$ cat config.mk
export PLATFORM = sky130hd
export DESIGN_NAME = bus_toggle_monitor_flat
export DESIGN_NICKNAME = d
export VERILOG_FILES = /design/src/rtl/bus_toggle_monitor_if.sv /design/src/rtl/bus_toggle_monitor.sv /design/src/flat_wrapper.sv
export SDC_FILE = /design/constraint.sdc
export NUM_CORES = 1
export LEC_CHECK = 0
export ABC_AREA = 1
export CORE_ASPECT_RATIO = 1.4
export CORE_MARGIN = 10
export CORE_UTILIZATION = 62
export DETAILED_ROUTE_END_ITERATION = 8
export PLACE_DENSITY_LB_ADDON = 0.08
export SYNTH_ARGS = -nofsm -noshare
export SYNTH_HDL_FRONTEND = slang
export SYNTH_SLANG_ARGS = --single-unit
export TNS_END_PERCENT = 30
$ cat constraint.sdc
create_clock -name ck -period 16.62 [get_ports ck]
set_clock_uncertainty 0.1 [all_clocks]
set_input_delay 4.155 -clock ck [delete_from_list [all_inputs] [get_ports ck]]
set_output_delay 4.155 -clock ck [all_outputs]
set_load 0.005 [all_outputs]
$ cat src/rtl/bus_toggle_monitor_if.sv
`timescale 1ns/1ps
// Port bundle for bus_toggle_monitor: sampled buses and controls in, window results out.
// The slave modport is the monitor side; the master modport is the stimulus side.
interface bus_toggle_monitor_if #(
  parameter int RAW_W = 8,
  parameter int ENC_W = 9,
  parameter int CNT_W = 16
) ();
  localparam int PEAK_W = $clog2(ENC_W + 1);

  logic              en;
  logic              clr;
  logic [RAW_W-1:0]  raw_in;
  logic [ENC_W-1:0]  enc_in;
  logic [CNT_W-1:0]  raw_total;
  logic [CNT_W-1:0]  enc_total;
  logic              win_valid;
  logic              enc_better;
  logic              sat;
  logic [PEAK_W-1:0] enc_peak;
  logic              state_dbg;

  // Handshake: win_valid is a one-cycle pulse with no ready or backpressure. raw_total,
  // enc_total, enc_better and enc_peak are valid from that cycle and hold until the next pulse.
  modport master (
    output en, clr, raw_in, enc_in,
    input  raw_total, enc_total, win_valid, enc_better, sat, enc_peak, state_dbg
  );

  modport slave (
    input  en, clr, raw_in, enc_in,
    output raw_total, enc_total, win_valid, enc_better, sat, enc_peak, state_dbg
  );
endinterface

$ cat src/rtl/bus_toggle_monitor.sv
`timescale 1ns/1ps
// Switching-activity monitor: counts raw vs bus-invert-encoded bit toggles per WINDOW samples.
// Build option PEAK_TRACK_EN adds tracking of the peak per-sample encoded toggle count (enc_peak).
module bus_toggle_monitor #(
  parameter int RAW_W  = 8,
  parameter int ENC_W  = 9,
  parameter int CNT_W  = 16,
  parameter int WINDOW = 256
) (
  input  logic                  ck,
  input  logic                  rst,
  bus_toggle_monitor_if.slave   bus
);
  localparam int PEAK_W = $clog2(ENC_W + 1);
  localparam int SMP_W  = $clog2(WINDOW);
  localparam int SUM_W  = CNT_W + 1;
  localparam logic [SMP_W-1:0] LAST_SMP = SMP_W'(WINDOW - 1);
  localparam logic [CNT_W-1:0] ACC_MAX  = '1;

  typedef enum logic {PRIME = 1'b0, ACCUM = 1'b1} state_t;

  state_t             state_q, state_d;
  logic [RAW_W-1:0]   raw_prev_q, raw_prev_d;
  logic [ENC_W-1:0]   enc_prev_q, enc_prev_d;
  logic [CNT_W-1:0]   raw_acc_q, raw_acc_d;
  logic [CNT_W-1:0]   enc_acc_q, enc_acc_d;
  logic [SMP_W-1:0]   smp_q, smp_d;
  logic [CNT_W-1:0]   raw_total_q, raw_total_d;
  logic [CNT_W-1:0]   enc_total_q, enc_total_d;
  logic               win_valid_q, win_valid_d;
  logic               enc_better_q, enc_better_d;
  logic               sat_q, sat_d;

  logic [PEAK_W-1:0]  raw_cnt, enc_cnt;
  logic [SUM_W-1:0]   raw_sum, enc_sum;
  logic [CNT_W-1:0]   raw_next, enc_next;

  function automatic logic [PEAK_W-1:0] popcount(input logic [ENC_W-1:0] v);
    logic [PEAK_W-1:0] n;
    n = '0;
    for (int i = 0; i < ENC_W; i++) n = n + PEAK_W'(v[i]);
    return n;
  endfunction

  // Per-sample counts are zero-extended; the extra sum bit flags an overflow to clamp.
  assign raw_cnt  = popcount(ENC_W'(bus.raw_in ^ raw_prev_q));
  assign enc_cnt  = popcount(bus.enc_in ^ enc_prev_q);
  assign raw_sum  = {1'b0, raw_acc_q} + SUM_W'(raw_cnt);
  assign enc_sum  = {1'b0, enc_acc_q} + SUM_W'(enc_cnt);
  assign raw_next = raw_sum[CNT_W] ? ACC_MAX : raw_sum[CNT_W-1:0];
  assign enc_next = enc_sum[CNT_W] ? ACC_MAX : enc_sum[CNT_W-1:0];

`ifdef PEAK_TRACK_EN
  logic [PEAK_W-1:0] peak_q, peak_d;
  logic [PEAK_W-1:0] enc_peak_q, enc_peak_d;
  logic [PEAK_W-1:0] peak_next;
  assign peak_next = (enc_cnt > peak_q) ? enc_cnt : peak_q;
`endif

  always_comb begin
    state_d      = state_q;
    raw_prev_d   = raw_prev_q;
    enc_prev_d   = enc_prev_q;
    raw_acc_d    = raw_acc_q;
    enc_acc_d    = enc_acc_q;
    smp_d        = smp_q;
    raw_total_d  = raw_total_q;
    enc_total_d  = enc_total_q;
    enc_better_d = enc_better_q;
    sat_d        = sat_q;
    win_valid_d  = 1'b0;
`ifdef PEAK_TRACK_EN
    peak_d       = peak_q;
    enc_peak_d   = enc_peak_q;
`endif
    if (bus.clr) begin
      state_d      = PRIME;
      raw_prev_d   = '0;
      enc_prev_d   = '0;
      raw_acc_d    = '0;
      enc_acc_d    = '0;
      smp_d        = '0;
      raw_total_d  = '0;
      enc_total_d  = '0;
      enc_better_d = 1'b0;
      sat_d        = 1'b0;
`ifdef PEAK_TRACK_EN
      peak_d       = '0;
      enc_peak_d   = '0;
`endif
    end else if (bus.en) begin
      raw_prev_d = bus.raw_in;
      enc_prev_d = bus.enc_in;
      if (state_q == PRIME) begin
        state_d = ACCUM;
      end else begin
        sat_d = sat_q | raw_sum[CNT_W] | enc_sum[CNT_W];
        // Closing sample: totals include it, accumulators restart, prev keeps running.
        if (smp_q == LAST_SMP) begin
          raw_total_d  = raw_next;
          enc_total_d  = enc_next;
          enc_better_d = (enc_next < raw_next);
          win_valid_d  = 1'b1;
          raw_acc_d    = '0;
          enc_acc_d    = '0;
          smp_d        = '0;
`ifdef PEAK_TRACK_EN
          enc_peak_d   = peak_next;
          peak_d       = '0;
`endif
        end else begin
          raw_acc_d = raw_next;
          enc_acc_d = enc_next;
          smp_d     = smp_q + 1'b1;
`ifdef PEAK_TRACK_EN
          peak_d    = peak_next;
`endif
        end
      end
    end
  end

  always_ff @(posedge ck or posedge rst) begin
    if (rst) begin
      state_q      <= PRIME;
      raw_prev_q   <= '0;
      enc_prev_q   <= '0;
      raw_acc_q    <= '0;
      enc_acc_q    <= '0;
      smp_q        <= '0;
      raw_total_q  <= '0;
      enc_total_q  <= '0;
      win_valid_q  <= 1'b0;
      enc_better_q <= 1'b0;
      sat_q        <= 1'b0;
`ifdef PEAK_TRACK_EN
      peak_q       <= '0;
      enc_peak_q   <= '0;
`endif
    end else begin
      state_q      <= state_d;
      raw_prev_q   <= raw_prev_d;
      enc_prev_q   <= enc_prev_d;
      raw_acc_q    <= raw_acc_d;
      enc_acc_q    <= enc_acc_d;
      smp_q        <= smp_d;
      raw_total_q  <= raw_total_d;
      enc_total_q  <= enc_total_d;
      win_valid_q  <= win_valid_d;
      enc_better_q <= enc_better_d;
      sat_q        <= sat_d;
`ifdef PEAK_TRACK_EN
      peak_q       <= peak_d;
      enc_peak_q   <= enc_peak_d;
`endif
    end
  end

  assign bus.raw_total  = raw_total_q;
  assign bus.enc_total  = enc_total_q;
  assign bus.win_valid  = win_valid_q;
  assign bus.enc_better = enc_better_q;
  assign bus.sat        = sat_q;
  assign bus.state_dbg  = state_q;
`ifdef PEAK_TRACK_EN
  assign bus.enc_peak   = enc_peak_q;
`else
  assign bus.enc_peak   = '0;
`endif
endmodule
$ cat src/flat_wrapper.sv
// flat-port wrapper written by rule: the top's interface ports become plain ports
module bus_toggle_monitor_flat 
#(
  parameter int RAW_W  = 8,
  parameter int ENC_W  = 9,
  parameter int CNT_W  = 16,
  parameter int WINDOW = 256
)
  (ck, rst, bus_en, bus_clr, bus_raw_in, bus_enc_in, bus_raw_total, bus_enc_total, bus_win_valid, bus_enc_better, bus_sat, bus_enc_peak, bus_state_dbg);
  bus_toggle_monitor_if #(.RAW_W(RAW_W), .ENC_W(ENC_W), .CNT_W(CNT_W)) bus_i ();
  input  logic ck;
  input  logic rst;
  input wire logic [$bits(bus_i.en)-1:0] bus_en;
  input wire logic [$bits(bus_i.clr)-1:0] bus_clr;
  input wire logic [$bits(bus_i.raw_in)-1:0] bus_raw_in;
  input wire logic [$bits(bus_i.enc_in)-1:0] bus_enc_in;
  output wire logic [$bits(bus_i.raw_total)-1:0] bus_raw_total;
  output wire logic [$bits(bus_i.enc_total)-1:0] bus_enc_total;
  output wire logic [$bits(bus_i.win_valid)-1:0] bus_win_valid;
  output wire logic [$bits(bus_i.enc_better)-1:0] bus_enc_better;
  output wire logic [$bits(bus_i.sat)-1:0] bus_sat;
  output wire logic [$bits(bus_i.enc_peak)-1:0] bus_enc_peak;
  output wire logic [$bits(bus_i.state_dbg)-1:0] bus_state_dbg;
  assign bus_i.en = bus_en;
  assign bus_i.clr = bus_clr;
  assign bus_i.raw_in = bus_raw_in;
  assign bus_i.enc_in = bus_enc_in;
  assign bus_raw_total = bus_i.raw_total;
  assign bus_enc_total = bus_i.enc_total;
  assign bus_win_valid = bus_i.win_valid;
  assign bus_enc_better = bus_i.enc_better;
  assign bus_sat = bus_i.sat;
  assign bus_enc_peak = bus_i.enc_peak;
  assign bus_state_dbg = bus_i.state_dbg;
  bus_toggle_monitor #(.RAW_W(RAW_W), .ENC_W(ENC_W), .CNT_W(CNT_W), .WINDOW(WINDOW)) u_core (.ck(ck), .rst(rst), .bus(bus_i));
endmodule
; ---- Word-level counts from Yosys, hierarchy flattened
; Index checks and enable logic that the tools add are counted.
[totals]
output_inout_bits = 40
elab_cells = 80
inputBits = 21
ff_bits = 93
[op_classes]
reduce_logical = 5
mux = 39
bitwise_logic = 4
n_lt_le_gt_ge = 1
n_eq_ne = 1
n_addsub = 19
[op_table]
columns = cell, n
row1 = two-way mux 16 bit, 18
row2 = adder 4 x 1 -> 4 bit, 13
row3 = two-way mux 8 bit, 6
row4 = adder 16 x 4 -> 17 bit, 2
row5 = two-way mux 9 bit, 2
row6 = less-than comparator 16 bit, 1
row7 = two-way mux 1 bit, 13
row8 = XOR 9 bit, 1
row9 = adder 8 x 1 -> 8 bit (second input constant), 1
row10 = == test 8 bit (second input constant), 1
row11 = XOR 8 bit, 1
row12 = nonzero test 2 bit, 3
row13 = adder 1 x 1 -> 2 bit, 2
row14 = adder 4 x 1 -> 4 bit (second input constant), 1
row15 = AND reduction 3 bit, 1
row16 = OR 1 bit, 2
row17 = AND reduction 2 bit, 1

; ---- Longest topological paths before layout
; Gate-level depths: netlist of the first run.
[depth]
depth_word = 16
ltp_mapped = 29
ltp_nobuf = 29

; ---- Worst setup path before layout of the first run
; No wires, ideal clock.
[synth_path]
kind = input port to flip-flop
start = input port bus_enc_in[0]
end = register u_core.enc_better_q (netlist: u_core.bus.enc_better)
setup_slack_ns = 7.310
t_required_ns = 16.455
arrival_ns = 9.145
setup_time_ns = 0.065
path_stages = 25
n_path_buf = 0
cell_sequence = xor2_1 -> ha_1 -> fa_1 -> inv_1 -> fa_1 -> fa_1 -> inv_1 -> ha_1 -> fa_1 -> xnor2_1 -> ha_1 -> nand3_1 -> nand3_2 -> nand2_2 -> nand2_2 -> nand3_2 -> inv_2 -> nand3_1 -> xnor2_1 -> or2_1 -> ha_1 -> a211o_1 -> nor4_1 -> nand2_1 -> nand2_1
[synth_via]
elab_chain_len = 16
[synth_rtl]
columns = item, line
row1 = start: declaration, flat_wrapper.sv:16  ; input wire logic [$bits(bus_i.enc_in)-1:0] bus_enc_in;
row2 = XOR 9 bit, bus_toggle_monitor.sv:47  ; assign enc_cnt = popcount(bus.enc_in ^ enc_prev_q);
row3 = adder 1 x 1 -> 2 bit, bus_toggle_monitor.sv:41  ; for (int i = 0; i < ENC_W; i++) n = n + PEAK_W'(v[i]);
row4 = adder 4 x 1 -> 4 bit (7 in series), bus_toggle_monitor.sv:41
row5 = adder 16 x 4 -> 17 bit, bus_toggle_monitor.sv:49  ; assign enc_sum = {1'b0, enc_acc_q} + SUM_W'(enc_cnt);
row6 = two-way mux 16 bit, bus_toggle_monitor.sv:51  ; assign enc_next = enc_sum[CNT_W] ? ACC_MAX : enc_sum[CNT_W-1:0];
row7 = less-than comparator 16 bit, bus_toggle_monitor.sv:102  ; enc_better_d = (enc_next < raw_next);
row8 = two-way mux 1 bit, bus_toggle_monitor.sv:99  ; if (smp_q == LAST_SMP) begin
row9 = two-way mux 1 bit, bus_toggle_monitor.sv:94  ; if (state_q == PRIME) begin
row10 = two-way mux 1 bit, bus_toggle_monitor.sv:91  ; end else if (bus.en) begin
row11 = two-way mux 1 bit, bus_toggle_monitor.sv:76  ; if (bus.clr) begin
row12 = end signal: assignment, bus_toggle_monitor.sv:150  ; enc_better_q <= enc_better_d;
row13 = end: declaration, bus_toggle_monitor.sv:31  ; logic enc_better_q, enc_better_d;
; No other way between the ends. The select of a mux whose other input is x is not followed.
; A chain may end at the register's enable or synchronous reset.

; ---- Worst setup path after layout of the first run
; Ends and elaborated chain as after synthesis.

==> results of run 1 <==
[stage by stage]
step	hold slack (ns)	worst slack [ns]	total power [mW]
after floorplan	0.359	7.31	0.415
after global placement	0.368	6.62	0.466
after detailed placement	0.373	6.46	0.477
after CTS	0.389	6.80	0.702
after global routing	0.407	6.32	0.745
final	0.385	6.79	0.699
[sequential cells by signal (all words and copies together), names as in the netlist]
name                   count
u_core.bus.enc_better      1
u_core.bus.enc_total      16
u_core.bus.raw_total      16
u_core.bus.sat             1
u_core.bus.state_dbg       1
u_core.bus.win_valid       1
u_core.enc_acc_q          16
u_core.enc_prev_q          9
u_core.raw_acc_q          16
u_core.raw_prev_q          8
u_core.smp_q               8
[final timing paths]
| check | slack (ns) | endpoint | cells past startpoint | from |
|---|---|---|---|---|
| worst max-delay path | 6.79 | u_core.bus.enc_better | 26 | bus_enc_in[0] |
| worst min-delay path | 0.39 | u_core.bus.enc_total[10] | 2 | u_core.bus.enc_total[10] |
| worst max register to register | 10.66 | u_core.bus.enc_better | 25 | u_core.enc_prev_q[0] |
| worst min register to register | 0.39 | u_core.bus.enc_total[10] | 2 | u_core.bus.enc_total[10] |
| max in group asynchronous | 11.17 | u_core.raw_acc_q[10] | 3 | rst |
| min in group asynchronous | 4.08 | u_core.enc_prev_q[6] | 2 | rst |
[power breakdown]
part / leakage (nW) / switching [mW] / internal, mW
clock: 0.148 / 0.0916 / 0.132
combinational: 1.73 / 0.145 / 0.0905
sequential: 1.28 / 0.00590 / 0.234
total: 3.16 / 0.242 / 0.457
[per-layer routing]
metal	share of wire [%]	vias up	track usage, %
met4	1.5	0	6.54
met3	5.6	20	5.04
met1	42	2262	25.2
li1	-	2285	-
met5	0	-	0
met2	51	130	37.3
[worst max-delay path, stage by stage]
cell	delay, ns
clkdlybuf4s50_1	0.51
xor2_1	0.17
ha_1	0.29
fa_1	0.54
inv_1	0.05
fa_1	0.51
fa_1	0.55
inv_1	0.04
ha_1	0.21
fa_1	0.38
xnor2_1	0.13
ha_1	0.35
nand3_1	0.12
nand3_2	0.10
nand2_2	0.05
nand2_2	0.08
nand3_2	0.14
inv_2	0.10
nand3_1	0.09
xnor2_1	0.13
or2_1	0.26
ha_1	0.34
a211o_1	0.31
nor4_1	0.26
nand2_1	0.08
nand2_1	0.05
[cell type report]
type	count	area, um2
multi-input combinational	474	2810
sequential	93	2330
fill	649	2160
timing repair buffer	58	576
inverter	88	332
clock buffer	9	225
tap	105	131
clock inverter	7	100
[logic make-up after synthesis]
logic type	Yosys count
and+or+nand+nor	299
buffers and inverters	110
AOI/OAI and AO/OA	104
DFF	93
adders and majority gates	44
xor gates and xnor gates	23
other	1
[cells in the mapped netlist, types with 8 or more instances]
library cell  count
clkbuf_1          9
nor2_2           11
ha_1             33
fa_1             11
nand3_1          46
o22ai_1          15
dfrtp_1          93
inv_2             9
xor2_1           10
buf_2             8
o21ai_0          23
nor3_1            9
xnor2_1          13
a21oi_1          23
nand3_2           8
nand2_1         153
o21ai_1          34
nor2_1           40
inv_1            76
==> metrics.txt, run 1 <==
Fin. Hold Viols=0; final setup fails=0; starting density of the core=64.3%; routed vias=4,697; RSZ-0062 raised after global routing=no; Routed WL=13.8 mm; pwr dens=108 nW/um2; Worst Path Max Fanout=4; # nets final=789; cell count after synthesis=674; fin util=75.1%; xor and xnor area share after synthesis=3.62%; IO Count=61; fmax=0.102 GHz; vias in the first global route=4,796; clock slew at reported path FFs=0.07 ns; prevailing post-synth register cell=dfrtp_1; dpl cells=818; sequential area share after synthesis=41.8%; port bufs=56; share of layout cells above drive strength 1=9.47%; most common cell after layout, fill and taps aside=nand2_1; setup TNS=0 ns; Worst EP required=16.80 ns; # rows=40; post-synthesis mux area share=0%; Distinct cells, synth=39; largest net degree at the start of global routing=60; adder and majority gate portion of the synthesized area=11.4%; Root Driver=clkbuf_16; Synth Register Bits=93; Post-Syn Area per Cell=8.26 um2; n_diodes=0; Total GRT Usage=21.4%; first-pass GRT wire length=23.3 mm; DIE HEIGHT=132 um; CTS tree=yes; grt ovf=0; slew margin rel.=31.8%; Inserted Clock Buffers=9; crit path kind=in -> reg; Pleak=3.16 nW; non-filler cells in the finished layout=834; period utilization=59.1%; most frequent cells in the layout=nand2_1 (153), dfrtp_1 (93), inv_1 (75), clkdlybuf4s50_1 (56), nand3_1 (46); Die Area=13,200 um2; antenna violations before repair=0; Num Clock Sinks=93; Simple-Gate Fraction of Synth Area=25.0%; WP data arrival=10.01 ns; mean number of vias per cell=5.63; status=complete, no violations; Final min period=9.83 ns; hold crit path type=reg -> reg; Synth area leaders=dfrtp_1 (42%), nand2_1 (10%), ha_1 (7.4%); Slew Limit Fails=0; post-CTS sizing=0; cell taking the most area after synthesis=dfrtp_1; top-area cell type share of the netlist area=41.8%; ANT nets after route=0; worst skew pair latency=0.34 ns; detailed-router iteration count before antenna repair=5; average wire per standard cell=16.5 um; Yosys warning total=0; CP startpoint kind=input pin; GPL Wtd Cong=0.901; chip width=100 um; setup repair bufs after CTS=0; htree depth=3; CORE AREA=8660 um2; number of synthesized flops with an enable pin=0; Placement Cell Area=6180 um2; compound-cell area share of the yosys netlist=10.2%; max cap viols=0; Worst-Margin Slew=1.02 ns; Async SR Flop Fraction=100%; Detail Placement HPWL=10.2 mm; cts hold-fix bufs=0; CP endpoint kind=flop; area growth from synthesis to layout=16.8%; Residual DRC=0; Initial DRC Count=297; main combinational cell family by area after synthesis=simple AND/OR/NAND/NOR gates; design area=6500 um2; clock tree buffer depth=2; Mapped Area=5570 um2; IR drop worst, VDD=104 uV
Power figures use the tool's default switching activity.
==> run 2: changes to the inputs <==
--- a/config.mk
+++ b/config.mk
@@ -8,7 +8,7 @@
 export ABC_AREA = 1
 export CORE_ASPECT_RATIO = 1.4
 export CORE_MARGIN = 10
-export CORE_UTILIZATION = 62
+export CORE_UTILIZATION = 57
 export DETAILED_ROUTE_END_ITERATION = 8
 export PLACE_DENSITY_LB_ADDON = 0.08
 export SYNTH_ARGS = -nofsm -noshare
==> constraint.sdc (replaced) <==
create_clock -name ck -period 9.5 [get_ports ck]
set_clock_uncertainty 0.1 [all_clocks]
set_input_delay 2.375 -clock ck [delete_from_list [all_inputs] [get_ports ck]]
set_output_delay 2.375 -clock ck [all_outputs]
set_load 0.005 [all_outputs]
==> metrics.txt, run 2 (same netlist as run 1, synthesis figures left out) <==
GR Util met2=33.7% (-3.6 points); antenna violations before repair=0 (unchanged); Final min period=8.05 ns; Num Clock Sinks=93 (unchanged); DIE HEIGHT=137 um (+3.6%); Initial DRC Count=234 (-21%); first-pass GRT wire length=22.2 mm (-5.0%); starting density of the core=58.5% (-5.8 points); chip width=104 um (+3.4%); IO Count=61 (unchanged); hold crit path type=reg -> reg; most frequent cells in the layout=nand2_1 (153), dfrtp_1 (93), inv_1 (75), clkdlybuf4s50_1 (56), nand3_1 (46); WP buf/inv=4 (unchanged); largest net degree at the start of global routing=62 (+3.3%); Worst-Margin Slew=1.04 ns (+0.0152 ns); Comb power frac=34.7% (+1.1 points); delay-heaviest family, CP=adder cells; mean number of vias per cell=5.39 (-4.3%); post-CTS sizing=0 (unchanged); Hold Path Origin=u_core.bus.enc_total[0]; Hold Path Stages=2 (unchanged); GPL Wtd Cong=0.881 (-2.2%); CP startpoint kind=input pin; ANT nets after route=0 (unchanged); Slew Limit Fails=0 (unchanged); average wire per standard cell=15.5 um (-6.2%); Net Sw Frac=34.5% (-0.11 points); CP endpoint kind=flop; Die Area=14,200 um2 (+7.2%); Total GRT Usage=19.2% (-2.3 points); port bufs=56 (unchanged); Worst EP required=9.69 ns (-7.11 ns); R2R depth=25 (unchanged); routed vias=4,644 (-1.1%); CTS tree=yes; Root Driver=clkbuf_16; Detail Placement HPWL=10.1 mm (-1.6%); fin util=68.5% (-6.6 points); final setup fails=0 (unchanged); setup repair bufs after CTS=0 (unchanged); Crit. path cell count=26 (unchanged); detailed-router iteration count before antenna repair=5 (unchanged); IR drop worst, VDD=101 uV (-3.7%); period utilization=84.7%; Inserted Clock Buffers=9 (unchanged); met1 Use GR=21.3% (-3.9 points); pwr dens=183 nW/um2 (+70%); r2r setup slk=3.53 ns (-7.13 ns); fmax=0.124 GHz; hold path endpoint=u_core.bus.enc_total[0]; crit path kind=in -> reg; share of layout cells above drive strength 1=9.32% (-0.15 points); RSZ-0062 raised after global routing=no; M3 GR Usage=5.22% (+0.19 points); Fin. Hold Viols=0 (unchanged); r2r endpoint=u_core.bus.enc_better; status=complete, no violations; Worst R2R Start=u_core.enc_prev_q[0]; # rows=42 (+5.0%); Residual DRC=0 (unchanged); clock group share of total power=30.1% (-1.9 points); clock tree buffer depth=2 (unchanged); FILL cells=812 (+25%); grt ovf=0 (unchanged); most used routing layer in global routing=met2; max cap viols=0 (unchanged); Overall Power=1.19 mW (+71%); vias in the first global route=4,686 (-2.3%); most common cell after layout, fill and taps aside=nand2_1; clock slew at reported path FFs=0.07 ns (about the same); Routed WL=13.4 mm (-3.1%); worst skew pair latency=0.35 ns (about the same); slowest stage cell on the critical path=fa_1; # nets final=790 (+0.13%); multi-input combinational cell area=2810 um2 (unchanged); Flop pwr share=35.2% (+0.9 points); cts hold-fix bufs=0 (unchanged); n_diodes=0 (unchanged); WP data arrival=8.23 ns (-1.78 ns); area growth from synthesis to layout=16.9%; slew margin rel.=30.8% (-1.0 points); Worst Path Max Fanout=4 (unchanged); flip-flop and latch area=2330 um2 (unchanged); CP peak stage delay=0.56 ns (about the same); setup TNS=0 ns (unchanged); CORE AREA=9510 um2 (+9.9%); Pleak=3.16 nW (about the same); Psw=412 uW (+70%); Pint=781 uW (+71%); htree depth=3 (unchanged)
[run 2: routing by layer]
layer	up-vias	wire length, um
met2	131	6710
met4	0	425
li1	2288	-
met5	-	0
met1	2190	5450
met3	35	771
[run 2: worst max path at each step]
stage,start,end,slack [ns]
after global placement,bus_enc_in[1],u_core.bus.enc_better,1.29
after global routing,bus_enc_in[0],u_core.bus.enc_better,1.05
final,bus_enc_in[1],u_core.bus.enc_better,1.45
after floorplan,bus_enc_in[0],u_core.bus.enc_better,1.97
after CTS,bus_enc_in[1],u_core.bus.enc_better,1.44
after detailed placement,bus_enc_in[1],u_core.bus.enc_better,1.14
[run 2: per-stage QoR]
stage,worst slack [ns],hold slack (ns),std cells,cell area (um2)
final,1.45,0.388,862,6510
after detailed placement,1.14,0.375,846,6220
after global routing,1.05,0.412,862,6510
after global placement,1.29,0.370,846,6220
after floorplan,1.97,0.359,677,5580
after CTS,1.44,0.394,862,6510
[run 2: final cells by class]
| type | instances | area share [%] |
|---|---|---|
| Clock buffer | 12 | 3.79 |
| Clock inverter | 4 | 0.730 |
| Multi-Input combinational cell | 474 | 43.2 |
| Sequential cell | 93 | 35.7 |
| Timing Repair Buffer | 59 | 8.95 |
| Inverter | 88 | 5.09 |
| Tap cell | 132 | 2.54 |
[run 2: tightest hold or removal path, delay by kind of cell (launching register included)]
family | cells | cell delay, ns
simple gates | 1 | 0.05
compound gates | 1 | 0.06
flops | 1 | 0.34
[run 2: power groups by stage]
stage          Clock [mW]  Combinational (mW)  Sequential, mW
2_1_floorplan           0               0.302           0.425
3_3_place_gp            0               0.387           0.426
3_5_place_dp            0               0.412           0.427
4_1_cts             0.366               0.417           0.419
5_1_grt             0.383               0.479           0.421
6_report            0.359               0.413           0.420
